===== src/rtl/fft_frame_ctrl.sv =====
// fft_frame_ctrl: collects 16 real audio samples into a complex frame, starts a
// 16-point FFT core, waits for its result with a timeout, and drains the 16
// result bins one by one over a valid/ready handshake.
//
// Optional feature: define FFT_BITREV_EN to place sample n in slot bitrev4(n),
// which hands a decimation-in-time core its input already bit-reversed.
// Without the macro, sample n goes to slot n.
module fft_frame_ctrl #(
  parameter int DONE_TIMEOUT = 15
) (
  input  logic         clk,
  input  logic         reset,
  input  logic [17:0]  sample_in,
  input  logic         sample_valid,
  output logic         sample_ready,
  output logic [575:0] fft_in,
  output logic         fft_start,
  input  logic [575:0] fft_out,
  input  logic         fft_done,
  output logic [35:0]  bin_out,
  output logic [3:0]   bin_idx,
  output logic         bin_valid,
  input  logic         bin_ready,
  output logic         bin_last,
  output logic         fft_timeout
);

  typedef enum logic [1:0] {
    FILL  = 2'd0,
    WAIT  = 2'd1,
    DRAIN = 2'd2
  } state_t;

  localparam logic [7:0] TIMEOUT_LIMIT = 8'(DONE_TIMEOUT);

  state_t      state;
  state_t      next_state;

  logic [3:0]  fill_cnt;
  logic [3:0]  bin_cnt;
  logic [3:0]  slot_sel;
  logic [7:0]  wait_cnt;
  logic [7:0]  wait_cnt_inc;
  logic [35:0] slot_q   [16];
  logic [35:0] buffer_q [16];
  logic        timeout_q;

  logic        sample_take;
  logic        last_sample;
  logic        done_take;
  logic        abort;
  logic        bin_take;
  logic        last_bin;

  assign wait_cnt_inc = wait_cnt + 8'd1;

`ifdef FFT_BITREV_EN
  assign slot_sel = {fill_cnt[0], fill_cnt[1], fill_cnt[2], fill_cnt[3]};
`else
  assign slot_sel = fill_cnt;
`endif

  // State register; reset always lands in FILL so a partial frame is dropped.
  always_ff @(posedge clk) begin
    if (reset) begin
      state <= FILL;
    end else begin
      state <= next_state;
    end
  end

  // Next-state logic and the per-cycle event strobes that steer the datapath.
  always_comb begin
    next_state  = state;
    sample_take = 1'b0;
    last_sample = 1'b0;
    done_take   = 1'b0;
    abort       = 1'b0;
    bin_take    = 1'b0;
    last_bin    = 1'b0;
    case (state)
      FILL: begin
        sample_take = sample_valid;
        if (sample_valid && (fill_cnt == 4'd15)) begin
          last_sample = 1'b1;
          next_state  = WAIT;
        end
      end
      WAIT: begin
        if (fft_done) begin
          done_take  = 1'b1;
          next_state = DRAIN;
        end else if (wait_cnt_inc == TIMEOUT_LIMIT) begin
          abort      = 1'b1;
          next_state = FILL;
        end
      end
      DRAIN: begin
        bin_take = bin_ready;
        if (bin_ready && (bin_cnt == 4'd15)) begin
          last_bin   = 1'b1;
          next_state = FILL;
        end
      end
      default: begin
        next_state = FILL;
      end
    endcase
  end

  // Counters, the sticky timeout flag, and the input slot registers.
  always_ff @(posedge clk) begin
    if (reset) begin
      fill_cnt  <= '0;
      wait_cnt  <= '0;
      bin_cnt   <= '0;
      timeout_q <= 1'b0;
      for (int k = 0; k < 16; k++) begin
        slot_q[k] <= '0;
      end
    end else begin
      if (sample_take) begin
        slot_q[slot_sel] <= {sample_in, 18'd0};
        fill_cnt         <= fill_cnt + 4'd1;
      end
      if (abort || last_bin) begin
        fill_cnt <= '0;
      end
      if (last_sample) begin
        wait_cnt <= '0;
      end else if (state == WAIT) begin
        wait_cnt <= wait_cnt_inc;
      end
      if (bin_take) begin
        bin_cnt <= bin_cnt + 4'd1;
      end
      if (abort) begin
        timeout_q <= 1'b1;
      end
    end
  end

  // Snapshot of the FFT result, taken once because fft_out is only valid with fft_done.
  always_ff @(posedge clk) begin
    if (reset) begin
      for (int k = 0; k < 16; k++) begin
        buffer_q[k] <= '0;
      end
    end else if (done_take) begin
      for (int k = 0; k < 16; k++) begin
        buffer_q[k] <= fft_out[36*k +: 36];
      end
    end
  end

  // Moore outputs, forced to zero for as long as reset is held.
  always_comb begin
    sample_ready = 1'b0;
    fft_start    = 1'b0;
    bin_valid    = 1'b0;
    bin_out      = '0;
    bin_idx      = '0;
    bin_last     = 1'b0;
    fft_timeout  = 1'b0;
    fft_in       = '0;
    if (!reset) begin
      sample_ready = (state == FILL);
      fft_start    = (state == WAIT);
      bin_valid    = (state == DRAIN);
      bin_idx      = bin_cnt;
      bin_out      = buffer_q[bin_cnt];
      bin_last     = (state == DRAIN) && (bin_cnt == 4'd15);
      fft_timeout  = timeout_q;
      for (int k = 0; k < 16; k++) begin
        fft_in[36*k +: 36] = slot_q[k];
      end
    end
  end

endmodule


===== config.mk =====
export PLATFORM = sky130hd
export DESIGN_NAME = fft_frame_ctrl
export DESIGN_NICKNAME = d
export VERILOG_FILES = /design/src/rtl/fft_frame_ctrl.sv
export SDC_FILE = /design/constraint.sdc
export NUM_CORES = 1
export LEC_CHECK = 0
export CAP_MARGIN = 20
export CORE_AREA = 4 4 474 476
export DETAILED_ROUTE_END_ITERATION = 10
export DIE_AREA = 0 0 478 480
export HOLD_SLACK_MARGIN = 0.08
export MAX_ROUTING_LAYER = met4
export PLACE_DENSITY = 0.48
export SLEW_MARGIN = 5
export SYNTH_ARGS = -nofsm -noshare
export SYNTH_HDL_FRONTEND = slang
export SYNTH_SLANG_ARGS = --single-unit

===== constraint.sdc =====
create_clock -name clk -period 31.7 [get_ports clk]
set_input_delay 3.17 -clock clk [delete_from_list [all_inputs] [get_ports clk]]
set_output_delay 3.17 -clock clk [all_outputs]
set_load 0.005 [all_outputs]

==> out/qor.yml <==
top_usage_layer: "met2"
grtUsageMet1: 0.181
crit_arrival_ns: 6.04
hpwlAfterDp_mm: 134
initial_utilization: 0.189
syn_area_sq_um: 41800
wirelength_mm: 181
timing.slew.headroom: 0.188
status: "finished clean"
min_path_type: "reg -> reg"
syn_area_per_cell_sq_um: 14.2
drv_slew: 0
reg2reg_from: "state[0]"
fmax_mhz: 109
crit_fanout: 88
post_cts_resize_count: 0
tightest_slew_ns: 1.21
post-route-period-util: 0.291
seq_area_frac_synth: 0.632
vias: 26300
cp_top_family: "buffers and inverters"
dr.pass1.iters: 5
setup_viol: 0
grt_use_met3: 0.0642
clk_pin_slew_ns: 0.06
h-tree-depth: 3
path_buf_inv: 4
die_y_um: 480
post_route_cells_drive_above_1_share: 0.0982
area_delta_synth_final_pct: 36.7
r2r_slack_ns: 26.73
rr_endpoint: "buffer_q[12][27]"
cp_data_required_time_ns: 28.53
rsz0062_at_grt: "false"
pin_count: 1220
critPathCapture: "bin_last"
hold_buffers: 0
path_cells: "buf_8, buf_4, buf_4, nor2_1, and4_1, clkdlybuf4s50_1"
ir_drop_uv: 48.3
critPathLaunch: "reset"
ys_async_sr_fraction: 0
drt-initial-drc-count: 2046
cts_tree: "yes"
grt_use_total: 0.156
num-nets-final: 4454
synth_top_area_frac: 0.621
nFillCells: 23100
cp-end-kind: "output port"
synth_area_leaders: "edfxtp_1, and2_1, nor2b_1"
cp.depth: 6
grt.overflow.total: 0
cts_root_buf: "clkbuf_16"
worst_path_most_repeated_cell: "buf_4"
die_area_sq_um: 229000
path_class: "in -> out"
core_area_sq_um: 221000
clk_latency_ns: 0.75
clockBufferDepth: 3
slowest_delay_ns: 0.81
grt_max_degree: 180
reg2regPathDepth: 6
pre_cts_ws_ns: 22.34
yosys_warnings: 0
p_leak_nw: 19.8
seq_area_sq_um: 26400
cts_sinks: 887
viasPerCell: 3.78
synth_area_leader_cell: "edfxtp_1"
p_per_area_nw_per_um2: 50.0
grt_use_met2: 0.251
gp_congestion: 0.874
synthCells: 2931
grt_pass1_vias: 27400
worst_path_max_delay_cell: "buf_4"
fin_skew_ns: 0.0411
multi_input_area_sq_um: 13400
synth_flop_cell: "edfxtp_1"
drc: 0
die_w_um: 478
power_mw: 2.85
ys_types: 43
period_minus_slack_ns: 9.21
startpoint_type: "input port"
setup_tns_ns: 0
drt.antenna.violating_nets: 0
antenna_found_initial: 90
cts_buffers: 110
synth_edf_count: 864
worst_slack_ns: 22.49
row_count: 173
cts_setup_buffers: 0
ys_ff_latch: 887
hold_viol_final: 0
wl_per_cell_um: 25.9
cap_violations: 0
grt_pass1_wl_mm: 239
portBuffers: 931
==> cell type report <==
| type | count | share of cell area |
|---|---|---|
| well taps | 2975 | 0.0652 |
| flip-flops and latches | 887 | 0.463 |
| clock buffers | 138 | 0.0504 |
| inverters | 3 | 0.000197 |
| multi-input cells | 1850 | 0.235 |
| repair buffers | 996 | 0.173 |
| diodes | 61 | 0.00267 |
| clock inverters | 65 | 0.0111 |
==> cell families (layout without fill, tap and decap cells) <==
kind of cell             after synthesis  in the layout  synth area share
AND/OR/NAND/NOR                     1266           1266             0.188
flip-flops                           887            887             0.632
buffers and inverters                481           1202            0.0732
multiplexers                         205            205            0.0887
AO/OA/AOI/OAI                         70             70            0.0129
XOR/XNOR                              14             14           0.00294
adder cells (fa/ha/maj)                7              7           0.00210
other                                  1            349         0.0000898
==> flip-flops by register name (all words and copies together) (netlist names), named ones only <==
register and cells:
bin_cnt 4, fill_cnt 4, buffer_q 576, slot_q 288, wait_cnt 8, state 2
timeout_q 1
==> per-layer routing <==
metal | routed length (um) | part of all wire
met1 | 71500 | 0.40
met2 | 86600 | 0.48
met3 | 18700 | 0.10
met4 | 3890 | 0.022
met5 | 0 | 0
==> how the worst min path moves through the flow <==
stage,start,endpoint,depth (start not counted)
after floorplan,timeout_q,timeout_q,1
after global placement,wait_cnt[0],wait_cnt[0],2
after detailed placement,wait_cnt[0],wait_cnt[0],2
after CTS,wait_cnt[0],wait_cnt[0],2
after global routing,wait_cnt[0],wait_cnt[0],2
final,wait_cnt[0],wait_cnt[0],2
==> worst min-delay path: stages (launching register included) <==
cell and delay [ns]:
dfxtp_1 0.33, nand2_1 0.06, a21oi_1 0.05
==> cell usage after synthesis, drive strengths merged, types with 2 or more instances <==
cell type  count
nor3           8
xnor2          5
buf          327
mux2i         73
dfxtp         23
mux4         132
edfxtp       864
nand3          2
o22ai         24
a21oi          4
nand2b         8
a22oi         12
nor2b        512
inv            3
nand2         12
nand4          6
clkbuf       151
and3          13
a22o          12
a221o         12
nor2          35
and2         649
xor2           9
or2           16
ha             7
==> power by group <==
| group | total [mW] | internal (mW) | switching [mW] |
|---|---|---|---|
| combinational | 0.231 | 0.122 | 0.109 |
| clock | 1.26 | 0.717 | 0.542 |
| sequential | 1.36 | 1.34 | 0.0214 |
==> metrics by stage <==
step,instances,hold WS [ns],util,area [sq um]
after floorplan,3218,0.450,-,42800
after global placement,6704,0.476,0.241,53300
after detailed placement,6710,0.480,0.242,53400
after CTS,6913,0.488,0.258,56900
after global routing,6959,0.512,0.258,57100
final,6975,0.489,0.258,57100
==> cells in the final DEF (no fill, tap or decap), types with 12 or more instances in the layout <==
cell	instances
clkdlybuf4s50_1	924
edfxtp_1	864
and2_1	649
nor2b_1	511
conb_1	288
mux4_2	132
clkbuf_16	111
mux2i_1	68
diode_2	61
buf_4	58
nor2_1	31
clkinv_1	30
clkbuf_1	27
o22ai_1	24
dfxtp_1	20
or2_2	16
and3_1	13
clkinv_2	13
a22oi_1	12
a22o_1	12
a221o_1	12
nand2_1	12
No activity file was read; power rests on OpenSTA's default activity.
